[src/rtl/fmdll_sel_seq.sv]
// Sequences the DLL reference/feedback/hold-low mux select over an N x M frame.
// A frame is M groups of N cycles; the N and M ratios are only reloaded at a frame wrap.
module fmdll_sel_seq #(
  parameter int unsigned NW = 4,
  parameter int unsigned MW = 2
) (
  input  logic          clk,
  input  logic          rst_n,
  input  logic          en,
  input  logic          stop,
  input  logic [NW-1:0] n_cfg,
  input  logic [MW-1:0] m_cfg,
  input  logic          clk_out_lvl,
  output logic [1:0]    sel,
  output logic [NW-1:0] n_cnt,
  output logic [MW-1:0] m_cnt,
  output logic          frame_done,
  output logic          cfg_err,
  output logic          busy
);

  localparam logic [1:0] SelInject   = 2'b00;
  localparam logic [1:0] SelFeedback = 2'b10;
  localparam logic [1:0] SelHoldLow  = 2'b01;

  typedef enum logic {StIdle, StRun} state_e;

  state_e          state_q, state_d;
  logic [NW-1:0]   n_act_q, n_act_d;
  logic [MW-1:0]   m_act_q, m_act_d;
  logic [NW-1:0]   n_cnt_q, n_cnt_d;
  logic [MW-1:0]   m_cnt_q, m_cnt_d;
  logic [1:0]      sel_q, sel_d;
  logic            frame_done_q, frame_done_d;
  logic            cfg_err_q, cfg_err_d;

  logic n_wrap, m_wrap, cfg_ok;

  assign n_wrap = (n_cnt_q == n_act_q);
  assign m_wrap = (m_cnt_q == m_act_q);
  assign cfg_ok = (n_cfg != '0) && (m_cfg != '0);

  always_comb begin
    state_d      = state_q;
    n_act_d      = n_act_q;
    m_act_d      = m_act_q;
    n_cnt_d      = n_cnt_q;
    m_cnt_d      = m_cnt_q;
    sel_d        = sel_q;
    frame_done_d = 1'b0;
    cfg_err_d    = cfg_err_q;

    if (stop) begin
      state_d = StIdle;
      n_cnt_d = '0;
      m_cnt_d = '0;
      sel_d   = SelInject;
    end else begin
      unique case (state_q)
        StIdle: begin
          if (en) begin
            if (cfg_ok) begin
              state_d   = StRun;
              n_act_d   = n_cfg;
              m_act_d   = m_cfg;
              n_cnt_d   = NW'(1);
              m_cnt_d   = MW'(1);
              cfg_err_d = 1'b0;
            end else begin
              cfg_err_d = 1'b1;
            end
          end
        end
        StRun: begin
          if (en) begin
            // Select is decided from the counters before this cycle's update.
            if (m_cnt_q == MW'(1))          sel_d = SelInject;
            else if (n_wrap && !m_wrap)     sel_d = SelFeedback;
            else if (n_wrap && !clk_out_lvl) sel_d = SelHoldLow;

            if (n_wrap) begin
              n_cnt_d = NW'(1);
              if (m_wrap) begin
                m_cnt_d      = MW'(1);
                frame_done_d = 1'b1;
                if (cfg_ok) begin
                  n_act_d = n_cfg;
                  m_act_d = m_cfg;
                end else begin
                  cfg_err_d = 1'b1;
                end
              end else begin
                m_cnt_d = m_cnt_q + MW'(1);
              end
            end else begin
              n_cnt_d = n_cnt_q + NW'(1);
            end
          end
        end
        default: state_d = StIdle;
      endcase
    end
  end

  always_ff @(posedge clk) begin
    if (!rst_n) begin
      state_q      <= StIdle;
      n_act_q      <= '0;
      m_act_q      <= '0;
      n_cnt_q      <= '0;
      m_cnt_q      <= '0;
      sel_q        <= SelInject;
      frame_done_q <= 1'b0;
      cfg_err_q    <= 1'b0;
    end else begin
      state_q      <= state_d;
      n_act_q      <= n_act_d;
      m_act_q      <= m_act_d;
      n_cnt_q      <= n_cnt_d;
      m_cnt_q      <= m_cnt_d;
      sel_q        <= sel_d;
      frame_done_q <= frame_done_d;
      cfg_err_q    <= cfg_err_d;
    end
  end

  assign sel        = sel_q;
  assign n_cnt      = n_cnt_q;
  assign m_cnt      = m_cnt_q;
  assign frame_done = frame_done_q;
  assign cfg_err    = cfg_err_q;
  assign busy       = (state_q == StRun);

endmodule

[config.mk]
export PLATFORM = sky130hd
export DESIGN_NAME = fmdll_sel_seq
export DESIGN_NICKNAME = d
export VERILOG_FILES = /design/src/rtl/fmdll_sel_seq.sv
export SDC_FILE = /design/constraint.sdc
export NUM_CORES = 1
export LEC_CHECK = 0
export CORE_MARGIN = 2
export CORE_UTILIZATION = 48
export DETAILED_ROUTE_END_ITERATION = 6
export HOLD_SLACK_MARGIN = 0.1
export PLACE_DENSITY = 0.83
export SLEW_MARGIN = 20
export SYNTH_ARGS = -nofsm -noshare
export SYNTH_HDL_FRONTEND = slang
export SYNTH_SLANG_ARGS = --single-unit
[constraint.sdc]
create_clock -name clk -period 2.44 [get_ports clk]
set_clock_uncertainty 0.1 [all_clocks]
set_input_delay 0.732 -clock clk [delete_from_list [all_inputs] [get_ports clk]]
set_output_delay 0.732 -clock clk [all_outputs]
set_load 0.01 [all_outputs]
==> qor.txt, run 1 <==
Yosys cell types = 38
Post-Synth Adder-Cell Area = 2.62%
Mux cell area share after synthesis = 7.34%
Core area = 1920 sq um
Max Cap Viol = 0
Final GP Congestion = 0.862
Startpoint class of the critical path = primary input
CTS Buf Count = 3
Synth Instances = 101
Final Hold Viols = 0
Synth Area in Compound Gates = 19.0%
Cell row count = 16
Actual slew at the worst max-slew pin = 0.478 ns
Area share of the leading cell type in the synthesized netlist = 35.6%
GRT busiest layer = met2
Drt total wl = 2110 um
M1 GR Usage = 23.7%
Yosys reg bits = 17
Detail Route Antenna Nets = 0
Worst-path clk slew = 0.10 ns
Design Area, Final = 1220 sq um
Largest net degree at the start of global routing = 15
Hold wc startpoint = m_act_q[0]
Share of layout cells above drive strength 1 = 14.3%
Die Ht = 48.6 um
Reg2reg path depth = 4
Routed via count = 822
Worst hold path class = flip-flop to flip-flop
Num Clock Sinks = 17
Die area = 2360 sq um
Area Overhead vs Synth = 28.3%
CP arrival = 2.31 ns
Initial Utilization = 49.7%
Synth area leaders = dfxtp_1 (36%), mux2i_1 (7.3%), nand2_1 (6.7%)
# IOs = 22
Iter 0 DRT Violations = 20
Post-synth EDFFs = 0
Fmax = 459 MHz
H-tree level count = 1
Final nets = 140
Multi-input logic area = 554 sq um
Vias per Instance = 5.37
Met3 GRT Util = 3.70%
Port-buffer cells = 21
CP max FO = 6
# DRC = 0
Grt total ovfl = 0
R2r endpoint = m_act_q[1]
Met2 Use GR = 31.9%
Fill count = 176
Syn Area/Cell = 9.45 sq um
Register area = 340 sq um
Status = completed
Flop2flop setup slack = 0.52 ns
Clock Tree Root = clkbuf_4
Max Slew Vio Count = 0
Leak Pwr = 0.438 nW
CTS tree = built
CP endpoint kind = flip-flop
Simple-gate share of the synthesized area = 23.6%
RSZ-0062 raised after global routing = false
Fin util = 63.7%
Hold Crit Depth = 2
Count of final setup violators = 0
Sequential share of the synthesized area = 35.6%
Ant diodes = 0
Ys async rst share = 0%
Die W = 48.6 um
Required time worst endpoint = 2.57 ns
Worst VDD drop = 0.000287 V
Reg2Reg Launch Point = n_cnt[0]
Hold Buf Count CTS = 0
Syn nets = 114
Xor and xnor area share after synthesis = 5.50%
Yosys warning total = 0
# resized after CTS = 0
Top FF cell, synth = dfxtp_1
Vias in the first global route = 816
First drt pass iteration count = 4
Routed len/inst = 13.8 um
Cell accounting for the most synthesized area = dfxtp_1
CTS max path bufs = 2
Tot GR Track Use = 19.8%
Clk Latency, worst-skew pair = 0.30 ns
Worst Hold Path EP = m_act_q[0]
Initial antenna violation count = 0
Critical path class = primary input to flip-flop
Placed Area = 1200 sq um
PwrDens = 480 nW/um^2
Fin crit period = 2.18 ns
Largest family of logic cells by synthesized area = simple AND/OR/NAND/NOR gates
HPWL Detailed = 1580 um
Mapped cell area = 955 sq um
Fin crit share = 89.3%
Setup Buffers After CTS = 0
First-pass GRT wire length = 3590 um
Slew HR = 68.2%
## cells in the final DEF, fill, tap and decap left out, drive strengths merged, types with 4 or more instances in the layout
cell	count
clkdlybuf4s50	21
nand2	17
dfxtp	17
mux2i	7
xnor2	6
buf	6
o21ai	5
inv	4
a21oi	4
clkbuf	4
## sequential cells by signal (all words and copies together), names as in the netlist
name	cells
m_cnt	2
busy	1
n_act_q	4
frame_done	1
n_cnt	4
m_act_q	2
sel	2
cfg_err	1
## cell families after synthesis
group           count (synthesis)
compound gates                 22
xor+xnor                        6
fa+ha+maj                       2
buf+inv                        10
flops                          17
mux                             7
simple gates                   37
## how the worst max path moves through the flow
| stage | startpoint | cells past startpoint | end | slack (ns) |
|---|---|---|---|---|
| final | en | 5 | m_act_q[1] | 0.26 |
| after global routing | en | 5 | m_act_q[1] | 0.22 |
| after CTS | n_cnt[0] | 1 | n_cnt[0] | 0.26 |
| after detailed placement | en | 5 | m_act_q[1] | -0.02 |
| after global placement | n_cfg[3] | 5 | m_act_q[0] | 0.04 |
| after floorplan | n_cfg[3] | 5 | n_cnt[0] | 0.48 |
## report_power, final
| group | switching, W | leakage (nW) | internal (W) |
|---|---|---|---|
| clock network | 0.0000926 | 0.0150 | 0.0000637 |
| logic | 0.0000734 | 0.285 | 0.0000608 |
| registers | 0.00000881 | 0.138 | 0.000289 |
## worst max-delay path, stage by stage
cell	delay, ns
clkdlybuf4s50_1	0.56
and2b_2	0.20
nand3_2	0.09
o31ai_4	0.49
mux2i_1	0.24
## Yosys cell counts (all sizes together) (3+ instances only)
library cell and number:
mux2i 7, dfxtp 17, clkbuf 3, nand4b 3, o21ai 5, o311a 3
a21oi 4, nand2 17, nand4 3, inv 4, nor2 3, buf 3
xnor2 6
## stage by stage
| stage | worst slack [ns] | TNS, ns | std cells | hold slack [ns] | total power [W] |
|---|---|---|---|---|---|
| 4_1_cts | 0.261 | 0 | 153 | 0.387 | 0.000588 |
| 5_1_grt | 0.223 | 0 | 153 | 0.408 | 0.000620 |
| 3_3_place_gp | 0.0402 | 0 | 149 | 0.359 | 0.000431 |
| 6_report | 0.260 | 0 | 153 | 0.381 | 0.000588 |
| 3_5_place_dp | -0.0236 | -0.0435 | 149 | 0.372 | 0.000435 |
| 2_1_floorplan | 0.476 | 0 | 101 | 0.347 | 0.000397 |
## per-layer routing
| metal | share of wire (%) | up-vias |
|---|---|---|
| met2 | 48 | 20 |
| met1 | 46 | 382 |
| met3 | 2.6 | 4 |
| li1 | - | 416 |
| met5 | 0 | - |
| met4 | 2.4 | 0 |
## final cells by class
type,count,area share (%)
clock buffer,4,2.15
multi-input combinational,74,45.3
tap,27,2.76
inverter,4,1.23
sequential,17,27.8
timing repair buffer,27,20.8
Note: power is estimated with default switching activity, not from simulation.
==> run 2, diff against run 1 <==
Settings changed: CAP_MARGIN set to 20.
==> results of run 2 <==
Final layout, timing and power as in run 1 (identical DEF).
==> run 3, diff against run 2 <==
Settings changed: CORE_MARGIN 2 to unset.
==> run 3 against run 2 <==
Compared with the run above:
- clock-buffer cell count stayed put
- flip-flop and latch count unchanged
- design area rose by 0.41%
- utilization increased by 4.5 points
- clock power about the same
- sequential share of layout area fell by 0.11 points
==> qor.txt, run 3 (synthesis gave the netlist of run 1 again) <==
Status = completed
Startpoint class of the critical path = flip-flop
Worst VDD drop = 0.000343 V (+20%)
Top delay family on crit path = buffers and inverters
Initial antenna violation count = 0 (unchanged)
Fin util = 68.3% (+4.5 points)
Actual slew at the worst max-slew pin = 0.462 ns (-0.0156 ns)
Multi-input logic area = 554 sq um (unchanged)
RSZ-0062 raised after global routing = false
Register area = 340 sq um (unchanged)
Crit path buffers/inverters = 1 (unchanged)
H-tree level count = 1 (unchanged)
Final setup margin = 0.266 ns (+0.00559 ns)
Placed insts = 148 (-0.67%)
Detail Route Antenna Nets = 0 (unchanged)
Fin crit share = 89.1% (-0.23 points)
Critical-path cell list = clkdlybuf4s50_1
HPWL Detailed = 1610 um (+1.9%)
Hold Crit Depth = 2 (unchanged)
Number of cells on the critical path = 1 (-4)
Critical path class = flip-flop to primary output
Max Slew Vio Count = 0 (unchanged)
Setup TNS Final = 0 ns (unchanged)
Share of layout cells above drive strength 1 = 15.0% (+0.67 points)
Routed len/inst = 13.9 um (+0.61%)
Fin crit period = 2.17 ns (-0.00559 ns)
CTS tree = built
First drt pass iteration count = 4 (unchanged)
Setup Slack @ Placement = 0.00749 ns (+0.0311 ns)
CP endpoint kind = primary output
Num Clock Sinks = 17 (unchanged)
CTS max path bufs = 2 (unchanged)
Vias in the first global route = 769 (-5.8%)
# IOs = 22 (unchanged)
Ant diodes = 0 (unchanged)
CTS Buf Count = 3 (unchanged)
Die W = 46.6 um (-4.1%)
Iter 0 DRT Violations = 23 (+15%)
Vias per Instance = 5.51 (+2.5%)
Worst-path clk slew = 0.09 ns (about the same)
Reg2reg path depth = 4 (unchanged)
Required time worst endpoint = 1.61 ns (-0.96 ns)
Max Cap Viol = 0 (unchanged)
Port-buffer cells = 21 (unchanged)
CP arrival = 1.34 ns (-0.97 ns)
PwrDens = 476 nW/um^2 (-0.76%)
CP max FO = 6 (unchanged)
Fill count = 153 (-13%)
Tot GR Track Use = 22.9% (+3.1 points)
Die area = 2170 sq um (-8.1%)
Non-Filler Instances = 152 (-0.65%)
Setup Buffers After CTS = 0 (unchanged)
Pwr Total = 0.000586 W (-0.36%)
Fmax = 460 MHz (+0.26%)
Grt total ovfl = 0 (unchanged)
Clock Tree Root = clkbuf_4
Area Overhead vs Synth = 28.8%
Most common cell after layout, fill and taps aside = clkdlybuf4s50_1
Critical-path top delay cell = clkdlybuf4s50_1
Count of final setup violators = 0 (unchanged)
First-pass GRT wire length = 3440 um (-4.0%)
Drt total wl = 2110 um (about the same)
Initial Utilization = 53.0% (+3.3 points)
Largest net degree at the start of global routing = 15 (unchanged)
Cell row count = 15 (-1)
Die Ht = 46.6 um (-4.1%)
# DRC = 0 (unchanged)
Hold Buf Count CTS = 0 (unchanged)
Core area = 1800 sq um (-6.2%)
Clk Latency, worst-skew pair = 0.30 ns (about the same)
Leak Pwr = 0.443 nW (+1.1%)
CP max stage delay = 0.58 ns (+0.02 ns)
Routed via count = 837 (+1.8%)
Worst hold path class = flip-flop to flip-flop
Final Hold Viols = 0 (unchanged)
Most frequent cells in the layout = clkdlybuf4s50_1 (21), nand2_1 (17), dfxtp_1 (17), mux2i_1 (7), buf_4 (7)
Slew HR = 69.2% (+1.0 points)
Final nets = 141 (+0.71%)
Final GP Congestion = 0.773 (-10%)
# resized after CTS = 0 (unchanged)
run 3: changes by cell type in the layout (fill, tap and decap cells not counted):
cell   delta
buf_4     +1
run 3: final cells by class:
cell class              count  share of cell area [%]
multi-input cells          74                    45.1
flip-flops and latches     17                    27.7
repair buffers             28                    21.4
well taps                  25                    2.54
clock buffers               4                    2.14
inverters                   4                    1.22
run 3: power breakdown:
part           internal (W)  switching [W]
clock             0.0000637      0.0000904
combinational     0.0000618      0.0000724
sequential         0.000289     0.00000886
total              0.000414       0.000172
run 3: worst paths after layout:
| path | slack (ns) | to | start |
|---|---|---|---|
| max reg2reg | 0.52 | m_act_q[1] | n_cnt[0] |
| max | 0.27 | n_cnt[0] | n_cnt[0] |
| min reg2reg | 0.39 | n_act_q[3] | n_act_q[3] |
| min | 0.39 | n_act_q[3] | n_act_q[3] |
run 3: routing by layer:
metal  vias to the layer above  GRT usage [%]  share of wire (%)
met3                         4           3.53                3.8
met4                         0           11.8                2.1
met1                       397           29.8                 44
met2                        21           36.1                 50
met5                         -              0                  0
li1                        415              -                  -
run 3: through the flow:
stage	hold slack, ns	instance area (sq um)
finish	0.386	1230
global route	0.417	1230
CTS	0.389	1230
detailed placement	0.367	1200
global placement	0.362	1200
floorplan	0.347	955
==> RTL edit, RTL diff (config.mk and constraints of run 1) <==
`MW`: 2 -> 1.
--- a/src/rtl/fmdll_sel_seq.sv
+++ b/src/rtl/fmdll_sel_seq.sv
@@ -3,5 +3,5 @@
 module fmdll_sel_seq #(
   parameter int unsigned NW = 4,
-  parameter int unsigned MW = 2
+  parameter int unsigned MW = 1
 ) (
   input  logic          clk,
Interface: changed (resized m_cfg and m_cnt); port bits go from 22 to 20. No check against the original RTL was run, so the function may have changed too.
==> RTL edit against run 1 <==
  * Sequential power decreased by 12%
  * Design area decreased by 18%
  * Highest routed layer unchanged
  * Register-to-register slack better by 0.22 ns
  * Routed wire length shrank 28%
  * Power fell by 15%
  * Critical path type is now reg -> out
  * Area after synthesis shrank 20%
  * Sequential cell count down 2
  * Setup slack lost 0.018 ns
==> RTL edit: results (changes against run 1) <==
----------------------------------------------------
[Status]
  Result of the run ... completed

[Cells and area]
  ClkCell Share ... 0.02750 (+0.006049)
  Share of cell area taken by flip-flops and latches ... 0.3000 (+0.02216)
  Multi-input gates ... 62 (-16%)
  Post-route core utilization ... 0.6723 (+0.03490)
  Count of plain and timing-repair buffers ... 21 (-22%)
  Non-clock buffer contribution to total cell area ... 0.2050 (-0.003377)

[Synth]
  Share of the synthesized area in compound gates (AO/OA/AOI/OAI) ... 0.1730 (-0.01706)
  Xor/xnor share of the synthesized area ... 0.06919 (+0.01415)
  Mux share of post-synthesis cell area ... 0.09390 (+0.02051)
  Synth Area in Adders ... 0.03295 (+0.006737)
  Gate Count Post-Synth ... 83 (-18%)
  Synth top area cells ... sky130_fd_sc_hd__dfxtp_1, sky130_fd_sc_hd__mux2i_1, sky130_fd_sc_hd__nand2_1
  Post-synth top cells ... sky130_fd_sc_hd__dfxtp_1, sky130_fd_sc_hd__nand2_1, sky130_fd_sc_hd__mux2i_1, sky130_fd_sc_hd__nor2_1, sky130_fd_sc_hd__o21a_1

[Worst setup path]
  Slowest Stage Delay on Critical Path ... 0.59 ns (+0.03 ns)
  Worst Path Max Fanout ... 9 (+3)

[Placed design]
  Dpl ws ... -0.0005962 ns (+0.02302 ns)
  Total placed instance area ... 973.4 µm² (-19%)
  Placer's final routability congestion estimate ... 0.7672 (-11%)

[STA]
  Slew margin rel. ... 0.7829 (+0.1013)

[Floorplanning]
  Floorplan core area ... 1489 µm² (-23%)

[Power]
  IR Drop Worst-Case VDD ... 359.0 µV (+25%)
  Reported leakage power ... 0.3700 nW (-16%)

[Drt]
  Count of routing violations after the opening detailed-route iteration ... 8 (-60%)
  Total Routed Length ... 1.525 mm (-28%)
  Wire per inst ... 12.60 µm (-8.5%)
  Via-to-Cell Ratio ... 5.554 (+3.4%)

[Clock network]
  Sink count of the clock tree ... 15 (-2)

----------------------------------------------------
## RTL edit: cell count changes after synthesis, sizes merged, moves of 3 or more
| cell | before | now |
|---|---|---|
| a21oi | 4 | 1 |
| o21a | 1 | 5 |
| nand4b | 3 | 0 |
| nand2 | 17 | 12 |
| buf | 3 | 0 |
## RTL edit: routing by layer
metal,up-vias,track usage,share of wire
li1,342,-,-
met1,308,0.2359,0.49
met2,18,0.2676,0.45
met3,4,0.05000,0.047
met4,0,0.09091,0.014
met5,-,0,0
## RTL edit: path summary, 6_finish.rpt
path | start | to | slack (ns) | cells past startpoint
setup / recovery | busy | busy | 0.24 | 1
hold / removal | n_act_q[1] | n_act_q[1] | 0.38 | 2
setup reg to reg | n_cnt[0] | sel[1] | 0.74 | 4
hold reg to reg | n_act_q[1] | n_act_q[1] | 0.38 | 2
## RTL edit: where the power goes
part           switching (mW)  internal (mW)  leakage (nW)
combinational          0.0458         0.0456         0.230
clock                  0.0844         0.0610        0.0177
sequential            0.00719          0.254         0.122
total                   0.137          0.360         0.370
